File: src/rtl/serial_sub_pkg.sv
// Shared types and defaults for the bit-serial subtractor controller.
package serial_sub_pkg;

   localparam int DEFAULT_WIDTH = 8;

   typedef enum logic [1:0] {
      IDLE  = 2'd0,
      SHIFT = 2'd1,
      DONE  = 2'd2
   } state_t;

endpackage

File: src/rtl/full_subtractor_cell.sv
// One-bit full subtractor; time-shared across all bit positions by the controller.
module full_subtractor_cell (
   input  logic a,
   input  logic b,
   input  logic bin,
   output logic diff,
   output logic bout
);

   assign diff = a ^ b ^ bin;
   assign bout = (~a & b) | (~(a ^ b) & bin);

endmodule

File: src/rtl/serial_sub_ctrl.sv
// Bit-serial a - b, LSB first, one bit per clock through a single subtractor cell.
// Define SERIAL_SUB_OVF_EN to add the two's-complement overflow output ovf.
module serial_sub_ctrl
   import serial_sub_pkg::*;
#(
   parameter int WIDTH = DEFAULT_WIDTH
) (
   input  logic             clk,
   input  logic             rst_n,
   input  logic             start,
   input  logic [WIDTH-1:0] a,
   input  logic [WIDTH-1:0] b,
   output logic             busy,
   output logic             done,
   output logic [WIDTH-1:0] diff,
   output logic             borrow
`ifdef SERIAL_SUB_OVF_EN
   ,
   output logic             ovf
`endif
);

   localparam int CW = $clog2(WIDTH + 1);

   state_t           state_q, state_d;
   logic [WIDTH-1:0] a_sh, b_sh;
   logic [WIDTH-2:0] res_sh;
   logic [WIDTH-1:0] res_nxt;
   logic             bor_q;
   logic [CW-1:0]    cnt_q;
   logic [WIDTH-1:0] diff_q;
   logic             borrow_q;
   logic             cell_d, cell_bout;
   logic             last_bit;

   full_subtractor_cell u_cell (
      .a    (a_sh[0]),
      .b    (b_sh[0]),
      .bin  (bor_q),
      .diff (cell_d),
      .bout (cell_bout)
   );

   // The result register holds WIDTH-1 bits; the final bit joins it on the last edge.
   assign res_nxt  = {cell_d, res_sh};
   assign last_bit = (cnt_q == CW'(WIDTH - 1));

   always_ff @(posedge clk) begin
      if (!rst_n) state_q <= IDLE;
      else        state_q <= state_d;
   end

   always_comb begin
      state_d = state_q;
      busy    = 1'b0;
      done    = 1'b0;
      case (state_q)
         IDLE:    if (start) state_d = SHIFT;
         SHIFT: begin
            busy = 1'b1;
            if (last_bit) state_d = DONE;
         end
         DONE: begin
            done    = 1'b1;
            state_d = IDLE;
         end
         default: state_d = IDLE;
      endcase
   end

`ifdef SERIAL_SUB_OVF_EN
   logic a_msb_q, b_msb_q, ovf_q;
`endif

   always_ff @(posedge clk) begin
      if (!rst_n) begin
         a_sh     <= '0;
         b_sh     <= '0;
         res_sh   <= '0;
         bor_q    <= 1'b0;
         cnt_q    <= '0;
         diff_q   <= '0;
         borrow_q <= 1'b0;
`ifdef SERIAL_SUB_OVF_EN
         a_msb_q  <= 1'b0;
         b_msb_q  <= 1'b0;
         ovf_q    <= 1'b0;
`endif
      end else begin
         case (state_q)
            IDLE: if (start) begin
               a_sh    <= a;
               b_sh    <= b;
               res_sh  <= '0;
               bor_q   <= 1'b0;
               cnt_q   <= '0;
`ifdef SERIAL_SUB_OVF_EN
               // Operand sign bits are shifted out, so keep copies for overflow.
               a_msb_q <= a[WIDTH-1];
               b_msb_q <= b[WIDTH-1];
`endif
            end
            SHIFT: begin
               a_sh   <= a_sh >> 1;
               b_sh   <= b_sh >> 1;
               res_sh <= res_nxt[WIDTH-1:1];
               bor_q  <= cell_bout;
               cnt_q  <= cnt_q + CW'(1);
               if (last_bit) begin
                  diff_q   <= res_nxt;
                  borrow_q <= cell_bout;
`ifdef SERIAL_SUB_OVF_EN
                  ovf_q    <= (a_msb_q != b_msb_q) && (res_nxt[WIDTH-1] != a_msb_q);
`endif
               end
            end
            default: ;
         endcase
      end
   end

   assign diff   = diff_q;
   assign borrow = borrow_q;
`ifdef SERIAL_SUB_OVF_EN
   assign ovf    = ovf_q;
`endif

endmodule

File: config.mk
export PLATFORM = sky130hd
export DESIGN_NAME = serial_sub_ctrl
export DESIGN_NICKNAME = d
export VERILOG_FILES = /design/src/rtl/serial_sub_pkg.sv /design/src/rtl/full_subtractor_cell.sv /design/src/rtl/serial_sub_ctrl.sv
export SDC_FILE = /design/constraint.sdc
export NUM_CORES = 1
export LEC_CHECK = 0
export CORE_MARGIN = 2
export CORE_UTILIZATION = 55
export DETAILED_ROUTE_END_ITERATION = 16
export PLACE_DENSITY = 0.83
export SLEW_MARGIN = 5
export SYNTH_ARGS = -nofsm -noshare
export SYNTH_HDL_FRONTEND = slang
export SYNTH_SLANG_ARGS = --single-unit
File: constraint.sdc
create_clock -name clk -period 4.21 [get_ports clk]
set_clock_uncertainty 0.15 [all_clocks]
set_input_delay 0.6315 -clock clk [delete_from_list [all_inputs] [get_ports clk]]
set_output_delay 0.6315 -clock clk [all_outputs]
set_load 0.05 [all_outputs]
==> flow_summary.ini, run 1 <==
[route]
routedWlPerCell_um = 13.9
drtIter0Drc = 38
antenna_left = 0
num_vias = 1328
finalWirelength_mm = 3.21
drcViolationCount = 1
vias_per_cell = 5.77
first_pass_iters = 10

[synthesis]
synth.distinct_cells = 33
avgSynthCellArea_um2 = 9.54
synth_xor_area_frac = 0
yosys_warnings = 0
synth_top_family_by_area = compound AO/OA/AOI/OAI gates
netlist_area_um2 = 1640
synth_nets = 193
seq_area_frac_synth = 0.476
synth-simple-area-share = 0.136
postSynthCellCount = 172
synth_fa_ha_area_frac = 0.0198
synth_compound_area_frac = 0.245
synth.area.mux_share = 0.0549
ys_ff_latch = 39

[worst_setup_path]
cp_data_required_time_ns = 3.43
crit_type = reg -> out
crit_slowest_cell = clkdlybuf4s50_1
setup.worst_path.end_class = primary output
cp_max_fo = 14
arrival_ns = 2.08
path_cells = inv_1 -> nor2_1 -> clkdlybuf4s50_1
worst_path_largest_cell_delay_ns = 0.81
cp-start-kind = flip-flop

[timing]
slew_headroom = 0.501
rsz0062_at_grt = no
setup_tns_ns = 0
worst_slew_pin_slew_ns = 0.746
fin_crit_ns = 2.86
finalHoldViolCount = 0
final-setup-viol-count = 0
drv_slew = 0
fmax_ghz = 0.350
fin_crit_sh = 0.679

[grt]
grt_start_max_net_pins = 23
overflow = 0
grt_usage = 0.218
grt_pass1_wl_mm = 5.68
grt_pass1_vias = 1299
antenna_found_initial = 0

[pwr]
vdd_drop_max_v = 0.000195
p_leak_nw = 0.722
total_power_w = 0.000681
power_density_nw_per_um2 = 349

[floorplan]
rows = 19
die_h_um = 58.6
start_util = 0.585
coreArea_um2 = 2810
fp.dieArea_um2 = 3440
chipWidth_um = 58.6
design.portCount = 30

[outcome]
violations = design-rule violations
status = finished with violations

[clock_tree]
ctsResizeCount = 0
clk_latency_ns = 0.33
cts_setup_buffers = 0
cts_buffers = 5
cts_sinks = 39
clk_pin_slew_ns = 0.10
cts_buffer_depth = 2
cts_root_buffer = clkbuf_4
htreeDepth = 2
cts_hold_repair.buffers = 0
cts_tree = yes

[placed_design]
portBuffers = 29
gp_congestion = 0.777
dp_hpwl_mm = 2.31

[finish]
syn_to_final_growth_pct = 19.0
antenna_cells = 0
drive_gt1_frac = 0.0704
layout.nets = 219
seq_area_um2 = 781
nFillCells = 230
multi_input_area_um2 = 749

[worst_hold_path]
worstHoldPathType = reg -> reg

[job]
drv_cap = 0
## Yosys cell counts (all sizes together)
master	n	area [µm²]
buf	11	82.6
o211a	1	10.0
o22ai	4	25.0
nand2b	2	12.5
o21a	1	7.51
clkbuf	2	7.51
and4bb	1	16.3
nand2	23	86.3
a21oi	13	65.1
nor2	12	45.0
a21o	1	7.51
nand3	2	10.0
dfxtp	39	781
a22o	12	105
o21ba	1	16.3
o2bb2ai	9	78.8
and3b	1	8.76
nor2b	2	20.0
and2	1	6.26
o221ai	1	8.76
inv	5	21.3
nand4	1	6.26
fa	1	20.0
ha	1	12.5
nor4	1	12.5
mux2i	9	90.1
o21ai	14	70.1
o32ai	1	8.76
## logic make-up after synthesis
| kind of cell | Yosys count |
|---|---|
| buffers and inverters | 18 |
| DFF | 39 |
| AOI/OAI and AO/OA | 58 |
| adders and majority gates | 2 |
| and+or+nand+nor | 46 |
| muxes | 9 |
## sequential cells by signal, indices dropped and copies added, names as in the netlist
name	flops
bor_q	1
b_sh	8
state_q	2
diff	8
cnt_q	4
borrow	1
a_sh	8
res_sh	7
## path summary, 6_finish.rpt
check | slack, ns | end | from | cells after the start
setup / recovery | 1.35 | done | state_q[1]$_SDFFE_PN0P_ | 3
setup reg to reg | 2.70 | b_sh[7]$_SDFFE_PN0P_ | state_q[0]$_SDFFE_PN0P_ | 4
hold / removal | 0.31 | diff[3]$_SDFFE_PN0P_ | diff[3]$_SDFFE_PN0P_ | 2
hold reg to reg | 0.31 | diff[3]$_SDFFE_PN0P_ | diff[3]$_SDFFE_PN0P_ | 2
## critical path, delay by kind of cell, from the launching register on
family,cells,cell delay [ns]
buf+inv,2,1.09
flops,1,0.49
simple gates,1,0.18
## where the power goes
part	internal, W	total [W]	switching (W)
sequential	0.000389	0.000401	0.0000120
combinational	0.0000483	0.000103	0.0000546
clock	0.0000652	0.000177	0.000111
total	0.000503	0.000681	0.000178
## layout make-up
class | instances | share of cell area
multi-input combinational | 115 | 0.384
clock buffer | 7 | 0.0231
sequential | 39 | 0.400
timing repair buffer | 32 | 0.160
inverter | 5 | 0.0109
clock inverter | 1 | 0.00256
tap | 31 | 0.0199
## layer usage
layer	track usage	routed length (µm)
met1	0.256	1350
met2	0.372	1620
met3	0.0769	206
met4	0.0714	29
met5	0	0
## cell usage in the layout (no fill, tap or decap)
cell,synthesis,final
dfxtp_1,39,39
clkdlybuf4s50_1,0,29
nand2_1,23,23
a21oi_1,13,13
nor2_1,12,12
a22o_1,12,12
mux2i_1,9,9
o21ai_1,9,9
o2bb2ai_1,9,9
o21ai_0,5,5
clkbuf_4,0,5
inv_1,4,4
o22ai_1,4,4
buf_4,1,3
nand2b_1,2,2
nand3_1,2,2
clkbuf_1,2,2
inv_4,1,1
nor4_2,1,1
o21ba_4,1,1
and4bb_4,1,1
and3b_1,1,1
nor2b_4,1,1
a21o_1,1,1
and2_1,1,1
o32ai_1,1,1
nor2b_1,1,1
o21a_1,1,1
o211a_1,1,1
nand4_1,1,1
o221ai_1,1,1
fa_1,1,1
ha_1,1,1
clkinv_2,0,1
## metrics by stage
stage | util | cell area, µm² | hold WS, ns | instances | setup slack [ns]
after detailed placement | 0.678 | 1900 | 0.302 | 222 | 1.64
after global routing | 0.696 | 1950 | 0.339 | 230 | 1.21
after CTS | 0.696 | 1950 | 0.316 | 230 | 1.34
after global placement | 0.678 | 1900 | 0.291 | 222 | 1.67
after floorplan | - | 1640 | 0.276 | 172 | 2.03
final | 0.696 | 1950 | 0.315 | 230 | 1.35
No activity file was read; power rests on OpenSTA's default activity.
==> run 2: changes to the inputs <==
--- a/config.mk
+++ b/config.mk
@@ -6,9 +6,9 @@
 export NUM_CORES = 1
 export LEC_CHECK = 0
 export CORE_MARGIN = 2
-export CORE_UTILIZATION = 55
+export CORE_UTILIZATION = 46
 export DETAILED_ROUTE_END_ITERATION = 16
-export PLACE_DENSITY = 0.83
+export PLACE_DENSITY = 0.74
 export SLEW_MARGIN = 5
 export SYNTH_ARGS = -nofsm -noshare
 export SYNTH_HDL_FRONTEND = slang
==> constraint.sdc (replaced) <==
create_clock -name clk -period 2.4 [get_ports clk]
set_clock_uncertainty 0.15 [all_clocks]
set_input_delay 0.36 -clock clk [delete_from_list [all_inputs] [get_ports clk]]
set_output_delay 0.36 -clock clk [all_outputs]
set_load 0.05 [all_outputs]
==> run 2 against run 1 <==
Compared with the run above: the flow now finishes without violations; register-to-register slack got worse by 1.8 ns; sequential power rose by 76%; highest routed layer unchanged; critical path depth unchanged; sequential cell count is the same; via count grew 0.98%; largest power group unchanged.
==> flow_summary.ini, run 2 (synthesis gave the netlist of run 1 again) <==
[outcome]
status = finished, final reports clean

[timing]
final-setup-viol-count = 0
slew_headroom = 0.668
fin_crit_ns = 2.02
finalHoldViolCount = 0
fmax_ghz = 0.495
worst_slack_ns = 0.378
drv_slew = 0
worst_slew_pin_slew_ns = 0.497
fin_crit_sh = 0.843
setup_tns_ns = 0
rsz0062_at_grt = no

[clock_tree]
cts_buffers = 5
cts_buffer_depth = 2
ctsResizeCount = 0
clk_pin_slew_ns = 0.11
cts_setup_buffers = 0
cts_hold_repair.buffers = 0
cts_sinks = 39
cts_root_buffer = clkbuf_4
clk_latency_ns = 0.34
htreeDepth = 2
cts_tree = yes

[route]
antenna_left = 0
num_vias = 1341
routedWlPerCell_um = 13.0
drcViolationCount = 0
first_pass_iters = 4
finalWirelength_mm = 3.22
drtIter0Drc = 65
vias_per_cell = 5.43

[worst_setup_path]
setup.worst_path.end_class = primary output
crit_slowest_cell = dfxtp_1
worst_path_largest_cell_delay_ns = 0.50
path_delay_family = flip-flops
cp_max_fo = 14
cp_data_required_time_ns = 1.89
crit_buf_inv = 2
crit_type = reg -> out
cp-start-kind = flip-flop
path_cells = inv_1 -> nor2_1 -> buf_4
arrival_ns = 1.51

[floorplan]
fp.dieArea_um2 = 4060
chipWidth_um = 63.7
rows = 21
coreArea_um2 = 3390
start_util = 0.484
die_h_um = 63.7
design.portCount = 30

[finish]
final_common_cell = dfxtp_1
layout.nets = 221
syn_to_final_growth_pct = 23.7
post-route-util = 0.599
drive_gt1_frac = 0.0995
final_area_um2 = 2030
final_cell_mix = dfxtp_1 (39), clkdlybuf4s50_1 (27), nand2_1 (23), a21oi_1 (13)
antenna_cells = 0

[grt]
overflow = 0
grt_pass1_wl_mm = 5.72
antenna_found_initial = 0
grt_start_max_net_pins = 20
grt_usage = 0.181
grt_pass1_vias = 1348

[pwr]
p_leak_nw = 0.758
vdd_drop_max_v = 0.000420
total_power_w = 0.00135
power_density_nw_per_um2 = 665

[job]
drv_cap = 0

[placed_design]
portBuffers = 29
placed_area_um2 = 1940
dp_hpwl_mm = 2.22
gp_congestion = 0.795
dp_slack_ns = 0.384

[worst_hold_path]
worstHoldPathType = reg -> reg
run 2: cell types whose count changed in the layout (fill, tap and decap cells not counted), sizes merged:
cell           previous run  this run
clkbuf                    7         6
clkdlybuf4s50            29        27
buf                       3         7
bufinv                    0         1
run 2: per-layer routing:
layer | GRT usage | up-vias | part of all wire
li1 | - | 671 | -
met1 | 0.199 | 627 | 0.45
met2 | 0.322 | 36 | 0.49
met3 | 0.0423 | 7 | 0.048
met4 | 0.0924 | 0 | 0.016
met5 | 0 | - | 0
run 2: worst min-delay path: stages, from the launching register on:
cell     delay (ns)
dfxtp_1        0.33
nand2_1        0.05
mux2i_1        0.05
run 2: through the flow:
step,hold WS [ns],std cells
after CTS,0.317,247
after global placement,0.291,239
after global routing,0.327,247
after floorplan,0.276,172
after detailed placement,0.301,239
final,0.314,247
run 2: cell type report:
cell class	count	area (µm²)
well taps	46	57.6
repair buffers	34	335
flip-flops and latches	39	781
multi-input cells	115	749
clock inverters	2	35.0
inverters	5	21.3
fillers	301	1360
clock buffers	6	51.3
run 2: final timing paths:
path,startpoint,slack [ns],to,cells past startpoint
max,state_q[1]$_SDFFE_PN0P_,0.38,done,3
max reg2reg,state_q[0]$_SDFFE_PN0P_,0.86,a_sh[6]$_SDFFE_PN0P_,4
min reg2reg,diff[0]$_SDFFE_PN0P_,0.31,diff[0]$_SDFFE_PN0P_,2
min,diff[0]$_SDFFE_PN0P_,0.31,diff[0]$_SDFFE_PN0P_,2
run 2: where the power goes:
part | total [W] | internal [W] | switching, W | leakage (nW)
clock | 0.000457 | 0.000246 | 0.000211 | 0.0482
combinational | 0.000188 | 0.0000907 | 0.0000975 | 0.391
sequential | 0.000705 | 0.000683 | 0.0000218 | 0.319
total | 0.00135 | 0.00102 | 0.000330 | 0.758
==> run 3: changes to the inputs <==
--- a/config.mk
+++ b/config.mk
@@ -6,9 +6,9 @@
 export NUM_CORES = 1
 export LEC_CHECK = 0
 export CORE_MARGIN = 2
-export CORE_UTILIZATION = 46
+export CORE_UTILIZATION = 51
 export DETAILED_ROUTE_END_ITERATION = 16
-export PLACE_DENSITY = 0.74
+export PLACE_DENSITY = 0.78
 export SLEW_MARGIN = 5
 export SYNTH_ARGS = -nofsm -noshare
 export SYNTH_HDL_FRONTEND = slang
==> constraint.sdc (replaced) <==
create_clock -name clk -period 2.1 [get_ports clk]
set_clock_uncertainty 0.15 [all_clocks]
set_input_delay 0.315 -clock clk [delete_from_list [all_inputs] [get_ports clk]]
set_output_delay 0.315 -clock clk [all_outputs]
set_load 0.05 [all_outputs]
==> run 3 against run 2 <==
Compared with the run above: setup slack worse by 0.25 ns; utilization up 7.2 points; sequential power up 15%; cell count down 0.40%; die area down 9.2%; critical path type unchanged.
==> flow_summary.ini, run 3 (synthesis gave the netlist of run 1 again) <==
[placed_design]
dp_slack_ns = 0.317
dp_hpwl_mm = 2.30
portBuffers = 29
gp_congestion = 0.752

[timing]
fmax_ghz = 0.507
rsz0062_at_grt = no
setup_tns_ns = 0
worst_slack_ns = 0.128
slew_headroom = 0.667
fin_crit_sh = 0.939
final-setup-viol-count = 0
worst_slew_pin_slew_ns = 0.497
drv_slew = 0
fin_crit_ns = 1.97
finalHoldViolCount = 0

[floorplan]
rows = 20
design.portCount = 30
chipWidth_um = 60.7
fp.dieArea_um2 = 3690
coreArea_um2 = 3050
die_h_um = 60.7
start_util = 0.538

[finish]
layout.nets = 222
seq_area_um2 = 781
final_cell_mix = dfxtp_1 (39), clkdlybuf4s50_1 (27), nand2_1 (23), a21oi_1 (13)
syn_to_final_growth_pct = 24.8
final_common_cell = dfxtp_1
antenna_cells = 0
drive_gt1_frac = 0.104
nFillCells = 267
multi_input_area_um2 = 749

[route]
routedWlPerCell_um = 13.4
drcViolationCount = 0
finalWirelength_mm = 3.30
num_vias = 1347
vias_per_cell = 5.48
first_pass_iters = 4
antenna_left = 0
drtIter0Drc = 60

[worst_hold_path]
hp-start = diff[6]$_SDFFE_PN0P_
worstHoldPathType = reg -> reg

[clock_tree]
cts_buffers = 5
cts_root_buffer = clkbuf_4
cts_sinks = 39
clk_pin_slew_ns = 0.12
cts_tree = yes
cts_setup_buffers = 0
cts_buffer_depth = 2
htreeDepth = 2
clk_latency_ns = 0.35
cts_hold_repair.buffers = 0
ctsResizeCount = 0

[worst_setup_path]
r2r-start = cnt_q[0]$_SDFFE_PN0P_
path_delay_family = buffers and inverters
cp_max_fo = 2
cp-start-kind = flip-flop
cp_data_required_time_ns = 1.63
arrival_ns = 1.51
crit_type = reg -> out
critPathLaunch = diff[1]$_SDFFE_PN0P_
crit_slowest_cell = clkdlybuf4s50_1
worst_path_largest_cell_delay_ns = 0.80
crit_buf_inv = 1
r2r_slack_ns = 0.56
path_cells = clkdlybuf4s50_1
setup.worst_path.end_class = primary output

[outcome]
status = finished, final reports clean

[grt]
grt_start_max_net_pins = 26
overflow = 0
grt_pass1_vias = 1299
grt_usage = 0.219
antenna_found_initial = 0
grt_pass1_wl_mm = 5.93

[pwr]
p_leak_nw = 0.765
power_density_nw_per_um2 = 756
vdd_drop_max_v = 0.000495

[job]
drv_cap = 0
-- run 3: cell types whose count changed in the layout (fill, tap and decap cells not counted) --
cell    change
buf_12      +1
-- run 3: worst paths after layout --
path,to,depth (start not counted)
setup / recovery,diff[1],1
hold / removal,diff[6]$_SDFFE_PN0P_,2
setup reg to reg,diff[3]$_SDFFE_PN0P_,5
hold reg to reg,diff[6]$_SDFFE_PN0P_,2
-- run 3: final cells by class --
cell class	count	area share
multi-input cells	115	0.366
well taps	44	0.0269
flip-flops and latches	39	0.381
clock inverters	2	0.0171
clock buffers	6	0.0250
inverters	5	0.0104
repair buffers	35	0.173
-- run 3: power breakdown --
group          total, W  internal (W)  switching [W]  leakage (nW)
combinational  0.000213      0.000104       0.000109         0.398
clock          0.000526      0.000281       0.000245        0.0482
sequential     0.000809      0.000781      0.0000279         0.319
total           0.00155       0.00117       0.000382         0.765
-- run 3: through the flow --
step / hold slack (ns) / area [µm²] / total power (W) / cells / util
2_1_floorplan: 0.276 / 1640 / 0.000969 / 172 / -
3_3_place_gp: 0.291 / 1960 / 0.00103 / 238 / 0.643
3_5_place_dp: 0.295 / 1960 / 0.00104 / 238 / 0.643
4_1_cts: 0.316 / 2050 / 0.00156 / 246 / 0.671
5_1_grt: 0.334 / 2050 / 0.00163 / 246 / 0.671
6_report: 0.313 / 2050 / 0.00155 / 246 / 0.671
-- run 3: routing by layer --
| layer | share of wire | GRT usage |
|---|---|---|
| met1 | 0.44 | 0.273 |
| met2 | 0.49 | 0.353 |
| met3 | 0.057 | 0.0768 |
| met4 | 0.017 | 0.0807 |
| met5 | 0 | 0 |
